<file path="src/rtl/sys_pll_rst_ctrl.sv">
// System PLL power-up / relock sequencer. Runs entirely on the reference clock so it
// keeps sequencing while the PLL outputs are absent. Pulses the PLL reset, waits for a
// qualified lock, holds the system in reset until lock has been stable, retries failed
// locks up to a limit and re-sequences on loss of lock.
module sys_pll_rst_ctrl #(
  parameter int unsigned RST_CYCLES    = 24,
  parameter int unsigned LOCK_TIMEOUT  = 24000,
  parameter int unsigned STABLE_CYCLES = 240,
  parameter int unsigned MAX_RETRY     = 7,
  parameter int unsigned CNT_W         = 16
) (
  input  logic       refclk_i,
  input  logic       rst_i,
  input  logic       pll_locked_i,
  input  logic       reinit_i,
  output logic       pll_rst_o,
  output logic       sys_rst_o,
  output logic       ready_o,
  output logic       fail_o,
  output logic [2:0] state_o,
  output logic [2:0] retry_cnt_o,
  output logic [7:0] lock_loss_cnt_o
);

  typedef enum logic [2:0] {
    StPllRst   = 3'd0,
    StWaitLock = 3'd1,
    StStable   = 3'd2,
    StRun      = 3'd3,
    StFail     = 3'd4
  } state_e;

  localparam logic [CNT_W-1:0] RstLast    = CNT_W'(RST_CYCLES - 1);
  localparam logic [CNT_W-1:0] LockLast   = CNT_W'(LOCK_TIMEOUT - 1);
  localparam logic [CNT_W-1:0] StableLast = CNT_W'(STABLE_CYCLES - 1);
  localparam logic [2:0]       MaxRetry   = 3'(MAX_RETRY);

  state_e           state_q, state_d;
  logic [CNT_W-1:0] cnt_q, cnt_d;
  logic [2:0]       retry_q, retry_d;
  logic [7:0]       loss_q, loss_d;
  logic             lk_meta_q, lk_s_q;

  // Two-flop synchroniser for the asynchronous PLL lock indication.
  always_ff @(posedge refclk_i) begin
    if (rst_i) begin
      lk_meta_q <= 1'b0;
      lk_s_q    <= 1'b0;
    end else begin
      lk_meta_q <= pll_locked_i;
      lk_s_q    <= lk_meta_q;
    end
  end

  // State, shared cycle counter and status counters.
  always_ff @(posedge refclk_i) begin
    if (rst_i) begin
      state_q <= StPllRst;
      cnt_q   <= '0;
      retry_q <= '0;
      loss_q  <= '0;
    end else begin
      state_q <= state_d;
      cnt_q   <= cnt_d;
      retry_q <= retry_d;
      loss_q  <= loss_d;
    end
  end

  // Next-state logic; every transition clears the counter so each state times from zero.
  always_comb begin
    state_d = state_q;
    cnt_d   = cnt_q + CNT_W'(1);
    retry_d = retry_q;
    loss_d  = loss_q;

    if (reinit_i) begin
      // Software re-sequence beats any lock or timeout event, and is not a lock loss.
      state_d = StPllRst;
      cnt_d   = '0;
      retry_d = '0;
    end else begin
      unique case (state_q)
        StPllRst: begin
          if (cnt_q == RstLast) begin
            state_d = StWaitLock;
            cnt_d   = '0;
          end
        end
        StWaitLock: begin
          if (lk_s_q) begin
            state_d = StStable;
            cnt_d   = '0;
          end else if (cnt_q == LockLast) begin
            cnt_d = '0;
            if (retry_q == MaxRetry) begin
              state_d = StFail;
            end else begin
              state_d = StPllRst;
              retry_d = retry_q + 3'd1;
            end
          end
        end
        StStable: begin
          if (!lk_s_q) begin
            // Glitch while qualifying: restart the lock wait without counting a retry.
            state_d = StWaitLock;
            cnt_d   = '0;
          end else if (cnt_q == StableLast) begin
            state_d = StRun;
            cnt_d   = '0;
            retry_d = '0;
          end
        end
        StRun: begin
          cnt_d = '0;
          if (!lk_s_q) begin
            state_d = StPllRst;
            if (loss_q != 8'hFF) begin
              loss_d = loss_q + 8'd1;
            end
          end
        end
        StFail: begin
          cnt_d = cnt_q;
        end
        default: begin
          state_d = StPllRst;
          cnt_d   = '0;
        end
      endcase
    end
  end

  // Outputs decode straight from registers so they cannot glitch on input changes.
  always_comb begin
    pll_rst_o       = (state_q == StPllRst) || (state_q == StFail);
    sys_rst_o       = (state_q != StRun);
    ready_o         = (state_q == StRun);
    fail_o          = (state_q == StFail);
    state_o         = state_q;
    retry_cnt_o     = retry_q;
    lock_loss_cnt_o = loss_q;
  end

endmodule
</file>
<file path="config.mk">
export PLATFORM = sky130hd
export DESIGN_NAME = sys_pll_rst_ctrl
export DESIGN_NICKNAME = d
export VERILOG_FILES = /design/src/rtl/sys_pll_rst_ctrl.sv
export SDC_FILE = /design/constraint.sdc
export NUM_CORES = 1
export LEC_CHECK = 0
export CELL_PAD_IN_SITES_DETAIL_PLACEMENT = 0
export CELL_PAD_IN_SITES_GLOBAL_PLACEMENT = 2
export CORE_MARGIN = 1.5
export CORE_UTILIZATION = 36
export CTS_CLUSTER_SIZE = 12
export DETAILED_ROUTE_END_ITERATION = 16
export GPL_ROUTABILITY_DRIVEN = 0
export HOLD_SLACK_MARGIN = 0.06
export PLACE_DENSITY_LB_ADDON = 0.1
export SLEW_MARGIN = 0
export SYNTH_ARGS = -nofsm -noshare
export SYNTH_HDL_FRONTEND = slang
export SYNTH_SLANG_ARGS = --single-unit
</file>
<file path="constraint.sdc">
create_clock -name refclk_i -period 5.4 [get_ports refclk_i]
set_input_delay 1.35 -clock refclk_i [delete_from_list [all_inputs] [get_ports refclk_i]]
set_output_delay 1.35 -clock refclk_i [all_outputs]
set_load 0.02 [all_outputs]
</file>
==> reports/metrics.sh <==
YS_WARN_COUNT=0
DRT.ANTENNA.VIOLATING_NETS=0
DESIGN.DIE.AREA_MM2=0.00524
MEAN_AREA_PER_SYNTHESIZED_CELL_UM2=8.79
GRT_START_MAX_NET_PINS=15
GRT_SETUP_UNREPAIRED='no'
CORE_AREA_MM2=0.00469
ROUTED_VIA_DENSITY=5.46
MIN_PATH_TYPE='reg2reg'
CTS.ROOT.BUFFER_CELL='clkbuf_8'
MAX_FREQ_MHz=305
PLACE.PORT_BUFFERS=21
CTSRESIZECOUNT=0
CP-START-KIND='input port'
GRT_ANTENNA_BEFORE_REPAIR=0
PATH_MAX_FANOUT=14
FINALWORSTPATHREQUIREDPERIOD_NS=3.28
DETAILEDROUTE.FIRSTPASSITERATIONCOUNT=4
DIE_X_UM=72.4
TIMING.SETUP.TNS_NS=0
CTS_BUFFER_DEPTH=2
POWER_LEAKAGE_nW=0.668
SYNTH-SEQ-CELLS=32
ROUTED_WIRE_LENGTH_PER_INSTANCE_UM=14.4
TIMING.SETUP.CRITICAL_PATH_CLASS='in2reg'
PATH_CLK_SLEW_NS=0.07
DRV_CAP=0
VIA_COUNT=1490
GLOBAL_ROUTE.OVERFLOW_TOTAL=0
LAYOUT_COMMON_CELLS='32 x dfxtp_1, 25 x nand2_1, 22 x nand3_1'
DRTITER0DRC=50
DIE_Y_UM=72.4
SYNTH-EDFF-COUNT=0
POST_SYNTH_INSTANCE_AREA_MM2=0.00173
ANTENNA_CELLS_INSERTED=0
INITIAL_UTILIZATION_PCT=36.9
SYNTH_FLOP_CELL='dfxtp_1'
DRIVE_GT1_SHARE_PCT=11.9
NUMCTSBUFFERS=5
CP_DATA_REQUIRED_TIME_NS=5.60
CP.ARRIVAL_NS=3.48
TIMING_MAX_TRANSITION_VIOLATIONS_FINAL=0
YOSYS.CELL_TYPES.COUNT=47
DRT-TOTAL-WL_MM=3.92
CTS_HTREE_LEVELS=2
FILLERS=485
DPL.HPWL_MM=2.89
WORST_CASE_VDD_IR_DROP_V=0.000115
FIRST_PASS_GRT_WIRE_LENGTH_MM=6.58
YS_ASYNC_SR_FRACTION_PCT=0
FP-ROW-COUNT=25
NETLIST_INSTANCES=197
FINAL_NET_COUNT=226
FOOTPRINT_OF_THE_MULTI_INPUT_GATES_MM2=0.00104
TRITONCTS='done'
CTS_HOLD_BUF=0
YOSYSSEQAREASHARE_PCT=37.0
MAX-SLEW-MARGIN-REL_PCT=35.2
WORST_CLOCK_SKEW_NS=0.00804
AREA_GROWTH_PCT=18.9
FIN_WORST_HOLD_SLACK_NS=0.452
POWER-PER-CELL-AREA_mW_PER_MM2=216
SETUP_VIOL=0
PLACED_CELLS=265
REGAREA_UM2=641
GROUTE.USAGE.OVERALL_PCT=16.4
POST-ROUTE-DRC-COUNT=0
FINAL-HOLD-VIOLATION-COUNT=0
SETUP.WORST_PATH.END_CLASS='register'
FINAL_MIN_PERIOD_OVER_CLOCK_PERIOD_PCT=60.7
FINAL_CELLS=273
FINAL_COMMON_CELL='dfxtp_1'
TIGHTEST_SLEW_NS=0.968
GRT_PASS1_VIAS=1388
CTS_SETUP_BUFFERS=0
CLK_LATENCY_NS=0.29
SYNTH_FP_NETS=205
CTS.SINKS=32
BOUNDARYPINS=22
OUTCOME='completed'
-- cell type report --
class	instances	share of cell area (%)
clock buffers	7	4.19
repair buffers	21	10.2
flip-flops and latches	32	31.1
clock inverters	1	0.365
well taps	54	3.28
multi-input cells	155	50.3
inverters	3	0.547
-- critical path, stage by stage --
cell and delay, ns:
clkdlybuf4s50_1 0.62, or2_2 0.47, nor2_1 0.76, nand2_1 0.16, o311ai_2 0.11
-- through the flow --
stage                     instance area [um^2]  util [%]  power (mW)  worst slack [ns]
final                                     2060      43.9       0.445              2.12
after global routing                      2060      43.9       0.460              1.90
after CTS                                 2060      43.9       0.450              2.06
after detailed placement                  1970      41.9       0.258              1.76
after global placement                    1970      41.9       0.257              1.85
after floorplan                           1730         -       0.254              2.83
-- logic make-up (layout without fill, tap and decap cells) --
| kind of cell | Yosys count | in the layout | synth area share [%] |
|---|---|---|---|
| XOR/XNOR | 8 | 8 | 4.05 |
| flip-flops | 32 | 32 | 37.0 |
| AND/OR/NAND/NOR | 107 | 107 | 34.5 |
| adder cells (fa/ha/maj) | 4 | 4 | 2.89 |
| buffers and inverters | 10 | 32 | 3.18 |
| multiplexers | 2 | 2 | 1.16 |
| AO/OA/AOI/OAI | 34 | 34 | 17.2 |
-- synth_stat cells (3+ instances only) --
master / count / area, um^2
dfxtp_1: 32 / 641
nand2_1: 25 / 93.8
nand3_1: 22 / 110
nor2_1: 13 / 48.8
a21oi_1: 9 / 45.0
nand4_1: 7 / 43.8
o311ai_2: 7 / 114
nand3b_1: 5 / 37.5
o21ai_0: 5 / 25.0
xor2_1: 5 / 43.8
and3_1: 4 / 25.0
ha_1: 4 / 50.1
o21ai_1: 4 / 20.0
clkbuf_1: 3 / 11.3
inv_1: 3 / 11.3
nor3_1: 3 / 15.0
or2_1: 3 / 18.8
or3_1: 3 / 18.8
xnor2_1: 3 / 26.3
-- where the power goes --
group	switching, mW	internal (mW)
clock	0.0895	0.103
sequential	0.00125	0.237
combinational	0.00846	0.00468
total	0.0992	0.346
-- path summary, 6_finish.rpt --
kind | startpoint | endpoint | slack, ns | cells after the start
worst max-delay path | rst_i | cnt_q[2] | 2.12 | 5
worst min-delay path | lk_meta_q | lk_s_q | 0.45 | 1
worst max register to register | cnt_q[0] | cnt_q[13] | 3.17 | 7
worst min register to register | lk_meta_q | lk_s_q | 0.45 | 1
-- routing by layer --
metal | global-route usage (%) | up-vias | part of all wire, %
met4 | 6.29 | 0 | 1.6
li1 | - | 764 | -
met3 | 4.72 | 5 | 4.7
met2 | 25.8 | 29 | 48
met5 | 0 | - | 0
met1 | 21.2 | 692 | 46
-- sequential cells by signal, summed over array words and instances (netlist names) --
signal,flops
cnt_q,16
lock_loss_cnt_o,8
state_o,3
retry_cnt_o,3
lk_meta_q,1
lk_s_q,1
No activity file was read; power rests on OpenSTA's default activity.
